===== src/rtl/air_hockey_pkg.sv =====
// Shared constants and FSM state encoding for the air-hockey display pipeline.
package air_hockey_pkg;

    localparam int unsigned SCREEN_W = 160;
    localparam int unsigned SCREEN_H = 120;

    localparam logic [2:0] COLOUR_BLACK = 3'b000;

    typedef enum logic [2:0] {
        WAIT       = 3'd0,
        ERASE_LOAD = 3'd1,
        ERASE      = 3'd2,
        UPDATE     = 3'd3,
        DRAW_LOAD  = 3'd4,
        DRAW       = 3'd5
    } state_e;

endpackage


===== src/rtl/frame_tick_counter.sv =====
// Free-running frame divider: emits a 1-cycle tick on the terminal count while enabled.
module frame_tick_counter #(
    parameter int unsigned FRAME_CYCLES = 833333
) (
    input  logic clock,
    input  logic reset_n,
    input  logic count_en,
    output logic tick
);

    localparam int unsigned CountW = (FRAME_CYCLES > 1) ? $clog2(FRAME_CYCLES) : 1;
    localparam logic [CountW-1:0] LastCount = CountW'(FRAME_CYCLES - 1);

    logic [CountW-1:0] count_q, count_d;

    assign tick = count_en && (count_q == LastCount);

    // Counter only advances while enabled, so a disabled period simply stretches the frame.
    always_comb begin
        count_d = count_q;
        if (count_en) begin
            count_d = tick ? '0 : count_q + CountW'(1);
        end
    end

    always_ff @(posedge clock) begin
        if (!reset_n) begin
            count_q <= '0;
        end else begin
            count_q <= count_d;
        end
    end

endmodule


===== src/rtl/puck_animator.sv =====
// Per-frame erase / move / redraw sequencer for the puck, driving the rectangle drawable.
module puck_animator
    import air_hockey_pkg::*;
#(
    parameter int unsigned FRAME_CYCLES = 833333,
    parameter int unsigned PUCK_DIM     = 4,
    parameter int unsigned X_MAX        = SCREEN_W - 1,
    parameter int unsigned Y_MAX        = SCREEN_H - 1,
    parameter int unsigned X_START      = 80,
    parameter int unsigned Y_START      = 60,
    parameter logic [2:0]  PUCK_COLOUR  = 3'b111
) (
    input  logic       clock,
    input  logic       reset_n,
    input  logic       run,
    input  logic       draw_done,
    output logic [7:0] x_pos,
    output logic [6:0] y_pos,
    output logic [7:0] width,
    output logic [6:0] height,
    output logic [2:0] colour,
    output logic       enable,
    output logic       reset_draw,
    output logic       writeEn,
    output logic [7:0] puck_x,
    output logic [6:0] puck_y
);

    localparam logic [8:0] XLimit = 9'(X_MAX);
    localparam logic [8:0] XDim   = 9'(PUCK_DIM);
    localparam logic [7:0] YLimit = 8'(Y_MAX);
    localparam logic [7:0] YDim   = 8'(PUCK_DIM);

    state_e     state_q, state_d;
    logic [7:0] puck_x_q, puck_x_d;
    logic [6:0] puck_y_q, puck_y_d;
    logic       dir_x_q, dir_x_d;
    logic       dir_y_q, dir_y_d;
    logic [8:0] x_ext;
    logic [7:0] y_ext;
    logic       count_en;
    logic       tick;

    assign count_en = run && (state_q == WAIT);

    frame_tick_counter #(
        .FRAME_CYCLES(FRAME_CYCLES)
    ) u_frame_tick (
        .clock   (clock),
        .reset_n (reset_n),
        .count_en(count_en),
        .tick    (tick)
    );

    always_comb begin
        state_d  = state_q;
        puck_x_d = puck_x_q;
        puck_y_d = puck_y_q;
        dir_x_d  = dir_x_q;
        dir_y_d  = dir_y_q;
        x_ext    = {1'b0, puck_x_q};
        y_ext    = {1'b0, puck_y_q};
        unique case (state_q)
            WAIT:       if (tick) state_d = ERASE_LOAD;
            ERASE_LOAD: state_d = ERASE;
            ERASE:      if (draw_done) state_d = UPDATE;
            UPDATE: begin
                // Widened intermediates keep position + PUCK_DIM from wrapping near the wall.
                if (dir_x_q) begin
                    if (x_ext + XDim < XLimit) begin
                        x_ext = x_ext + 9'd1;
                    end else begin
                        dir_x_d = 1'b0;
                        x_ext   = x_ext - 9'd1;
                    end
                end else if (x_ext != '0) begin
                    x_ext = x_ext - 9'd1;
                end else begin
                    dir_x_d = 1'b1;
                    x_ext   = x_ext + 9'd1;
                end
                if (dir_y_q) begin
                    if (y_ext + YDim < YLimit) begin
                        y_ext = y_ext + 8'd1;
                    end else begin
                        dir_y_d = 1'b0;
                        y_ext   = y_ext - 8'd1;
                    end
                end else if (y_ext != '0) begin
                    y_ext = y_ext - 8'd1;
                end else begin
                    dir_y_d = 1'b1;
                    y_ext   = y_ext + 8'd1;
                end
                puck_x_d = x_ext[7:0];
                puck_y_d = y_ext[6:0];
                state_d  = DRAW_LOAD;
            end
            DRAW_LOAD:  state_d = DRAW;
            DRAW:       if (draw_done) state_d = WAIT;
            default:    state_d = WAIT;
        endcase
    end

    // Outputs are forced idle while reset is held, independent of the registered state.
    always_comb begin
        x_pos      = '0;
        y_pos      = '0;
        width      = '0;
        height     = '0;
        colour     = COLOUR_BLACK;
        enable     = 1'b0;
        writeEn    = 1'b0;
        reset_draw = 1'b1;
        if (reset_n) begin
            if (state_q inside {ERASE_LOAD, ERASE, DRAW_LOAD, DRAW}) begin
                x_pos  = puck_x_q;
                y_pos  = puck_y_q;
                width  = 8'(PUCK_DIM);
                height = 7'(PUCK_DIM);
                colour = (state_q inside {DRAW_LOAD, DRAW}) ? PUCK_COLOUR : COLOUR_BLACK;
            end
            if (state_q inside {ERASE, DRAW}) begin
                enable     = 1'b1;
                writeEn    = 1'b1;
                reset_draw = 1'b0;
            end
        end
    end

    always_ff @(posedge clock) begin
        if (!reset_n) begin
            state_q  <= DRAW_LOAD;
            puck_x_q <= 8'(X_START);
            puck_y_q <= 7'(Y_START);
            dir_x_q  <= 1'b1;
            dir_y_q  <= 1'b1;
        end else begin
            state_q  <= state_d;
            puck_x_q <= puck_x_d;
            puck_y_q <= puck_y_d;
            dir_x_q  <= dir_x_d;
            dir_y_q  <= dir_y_d;
        end
    end

    assign puck_x = puck_x_q;
    assign puck_y = puck_y_q;

endmodule


===== config.mk =====
export PLATFORM = sky130hd
export DESIGN_NAME = puck_animator
export DESIGN_NICKNAME = d
export VERILOG_FILES = /design/src/rtl/air_hockey_pkg.sv /design/src/rtl/frame_tick_counter.sv /design/src/rtl/puck_animator.sv
export SDC_FILE = /design/constraint.sdc
export NUM_CORES = 1
export LEC_CHECK = 0
export CAP_MARGIN = 15
export CELL_PAD_IN_SITES_DETAIL_PLACEMENT = 1
export CELL_PAD_IN_SITES_GLOBAL_PLACEMENT = 1
export CORE_UTILIZATION = 33
export DETAILED_ROUTE_END_ITERATION = 12
export DONT_BUFFER_PORTS = 1
export PLACE_DENSITY = 0.63
export RECOVER_POWER = 25
export SLEW_MARGIN = 30
export SYNTH_ARGS = -nofsm -noshare
export SYNTH_HDL_FRONTEND = slang
export SYNTH_HIERARCHICAL = 1
export SYNTH_SLANG_ARGS = --single-unit

===== constraint.sdc =====
create_clock -name clock -period 3.3 [get_ports clock]
set_input_delay 0.66 -clock clock [delete_from_list [all_inputs] [get_ports clock]]
set_output_delay 0.66 -clock clock [all_outputs]
set_load 0.05 [all_outputs]

==> results.py <==
metrics = {
    "power": {
        "leakage_nw": 1.160,
        "ir_worst_vdd_mv": 0.2198,
        "p_per_area_nw_per_um2": 342.1,
    },
    "routing": {
        "drtPass1Iterations": 4,
        "initialDrtViolationCount": 90,
        "drt-total-wl_mm": 7.194,
        "wire_per_inst_um": 15.11,
        "vias": 2525,
        "ant_nets": 0,
        "drc": 0,
        "via_per_inst": 5.305,
    },
    "sta": {
        "finalHoldViolCount": 0,
        "fin_crit_ns": 2.885,
        "clock.fmax_ghz": 0.3467,
        "fin_tns_setup_ns": 0,
        "rsz0062_at_grt": "no",
        "worstMarginPinSlew_ns": 1.057,
        "setup_viol_count_final": 0,
        "final-max-slew-violation-count": 0,
        "relSlewSlack_pct": 29.54,
        "fin_skew_ns": 0.002980,
        "whs_ns": 0.4345,
        "finalCritPeriodShare_pct": 87.41,
    },
    "cts": {
        "cts_made_buffers": 5,
        "clkTransAtPathRegs_ns": 0.08,
        "htreeDepth": 2,
        "clock_latency_ns": 0.29,
        "tritoncts": "built",
        "cts-resized-gates": 0,
        "cts.sinks": 40,
        "clockRootBuffer": "clkbuf_8",
        "cts_hold_buf": 0,
        "clockBufferDepth": 2,
        "post_cts.repair.setup_buffers": 0,
    },
    "final_layout": {
        "final-instance-count-excl-fill": 476,
        "drive_above_1_share_pct": 11.86,
        "area_growth_pct": 10.40,
        "nFillCells": 1010,
        "final_net_count": 386,
        "final_area_um2": 3094,
        "post-route-util_pct": 37.66,
        "antenna_cells": 0,
    },
    "synthesis": {
        "syn_inst": 351,
        "yosysTopAreaCellShare_pct": 28.57,
        "synth_warnings": 6,
        "yosysUniqueCellTypes": 52,
        "synth.cell_area_um2": 2803,
        "async_flop_share_pct": 0,
        "synth.area.top_cells": "dfxtp_1, ha_1, mux2i_1",
        "ys_seq_area_share_pct": 28.57,
        "synth_ff_type": "dfxtp_1",
        "synth-seq-cells": 40,
        "syn_avg_cell_area_um2": 7.985,
        "synth_edf_count": 0,
        "yosysTopAreaCell": "dfxtp_1",
    },
    "placed_design": {
        "routabilityCongestion": 0.7714,
        "placed_cell_area_um2": 3024,
        "portBuffers": 0,
        "post-place-cells": 468,
        "dp_hpwl_mm": 5.431,
    },
    "floorplanning": {
        "num_io_pins": 55,
        "initial_core_util_pct": 34.11,
        "rows": 33,
        "die_h_um": 94.16,
        "die_w_um": 94.16,
        "core_region_area_um2": 8217,
        "die-area_um2": 8865,
    },
    "min_path": {
        "worst_hold_path_type": "in -> reg",
        "hold_depth": 1,
        "min_delay_worst_endpoint": "puck_y[4]$_SDFFE_PN1N_",
        "hold_start": "reset_n",
    },
    "grt": {
        "grt_pass1_wl_mm": 12.25,
        "first_global_vias": 2466,
        "antenna_found_initial": 0,
        "grt_max_degree": 36,
        "overflow": 0,
        "grt_use_total_pct": 17.43,
    },
    "worst_setup_path": {
        "worstPathArrival_ns": 3.07,
        "critPathKind": "reg -> reg",
        "required_ns": 3.49,
        "reg2reg_depth": 7,
        "r2r_end": "puck_x[6]$_SDFFE_PN1N_",
        "reg2reg_slack_ns": 0.42,
        "crit_fanout": 11,
        "end_kind": "flop",
        "r2r_start": "puck_x[6]$_SDFFE_PN1N_",
        "startpoint_type": "flop",
    },
    "run": {
        "cap_violations": 0,
    },
    "run_status": {
        "outcome": "finished clean",
    },
}
==> metrics by stage <==
step / worst slack [ns] / power [W]
6_report: 0.4153 / 0.001059
5_1_grt: 0.2298 / 0.001104
4_1_cts: 0.5954 / 0.001072
3_5_place_dp: 0.6236 / 0.0006700
3_3_place_gp: 0.6977 / 0.0006680
2_1_floorplan: 0.5807 / 0.0006616
==> metal layers <==
layer  track usage [%]  part of all wire, %  vias to the layer above
met2             27.84                   47                       48
met4             4.103                 0.88                        0
met1             23.88                   49                     1224
li1                  -                    -                     1245
met5                 0                    0                        -
met3             3.398                  3.3                        8
==> logic make-up (layout without fill, tap and decap cells) <==
group	Yosys count	after routing	share of synthesized area, %
buf+inv	51	59	9.777
simple gates	158	158	31.61
mux	18	18	6.562
xor+xnor	17	17	5.313
other cells	1	13	0.1338
flops	40	40	28.57
fa+ha+maj	12	12	5.357
compound gates	54	54	12.68
==> critical path: stages (launching register included) <==
cell      delay, ns
dfxtp_1        0.31
clkbuf_1       0.78
nand4b_1       0.16
o32ai_1        0.36
o21ai_1        0.17
o21ai_4        0.30
mux2i_1        0.33
mux2_2         0.36
==> cell type report <==
cell class              instances  area, um2  area share, %
clock buffers                   6      72.57          2.345
clock inverters                 2      35.03          1.132
inverters                      17      63.81          2.062
multi-input cells             272       1773          57.30
flip-flops and latches         40      800.8          25.88
well taps                     105      131.4          4.246
repair buffers                 34      217.7          7.036
==> state kept, by name, indices dropped and copies added, names as in the netlist <==
| name | cells |
|---|---|
| puck_x | 8 |
| dir_x_q | 1 |
| puck_y | 7 |
| u_frame_tick/count_q | 20 |
| dir_y_q | 1 |
| state_q | 3 |
==> synth_stat cells, drive strengths merged (4+ instances only) <==
library cell and count:
dfxtp 40, nand2 35, buf 24, a21oi 23
nor2 19, nand3 18, inv 17, mux2i 15
and2 14, o21ai 14, nand4 13, ha 12
clkbuf 10, nand2b 10, xor2 9, nor3 8
xnor2 8, o31ai 7, or3 7, nand3b 6
or4 6, nand4b 4, nor2b 4
==> power by group <==
group	internal, W	total [W]	switching, W
clock network	0.000225	0.000402	0.000177
registers	0.000486	0.000494	0.00000808
logic	0.0000344	0.000163	0.000129
==> worst max-delay path by stage <==
stage	depth (start not counted)	endpoint	slack (ns)	start
after CTS	5	x_pos[5]	0.60	state_q[0]$_SDFFE_PN0P_
after global placement	7	puck_y[5]$_SDFFE_PN1N_	0.70	puck_y[1]$_SDFFE_PN0N_
after global routing	7	puck_x[6]$_SDFFE_PN1N_	0.23	puck_x[6]$_SDFFE_PN1N_
after detailed placement	7	puck_y[5]$_SDFFE_PN1N_	0.62	puck_y[1]$_SDFFE_PN0N_
after floorplan	4	reset_draw	0.58	reset_n
final	7	puck_x[6]$_SDFFE_PN1N_	0.42	puck_x[6]$_SDFFE_PN1N_
==> placed cells by master (no fill, tap or decap), drive strengths merged, types with 3 or more instances in the layout <==
master / synthesis / final
nor2b: 4 / 4
nand4b: 4 / 4
xor2: 9 / 9
and2: 14 / 14
and3: 3 / 3
nor4: 3 / 3
a31oi: 3 / 3
or4: 6 / 6
o21ai: 14 / 14
xnor2: 8 / 8
nor2: 19 / 19
inv: 17 / 17
nand4: 13 / 13
nand3: 18 / 18
buf: 24 / 24
clkbuf: 10 / 16
ha: 12 / 12
o31ai: 7 / 7
mux2i: 15 / 15
dfxtp: 40 / 40
nor3: 8 / 8
nand2b: 10 / 10
conb: 1 / 13
mux2: 3 / 3
nand2: 35 / 35
nand3b: 6 / 6
a21oi: 23 / 23
or3: 7 / 7
No activity file was read; power rests on OpenSTA's default activity.
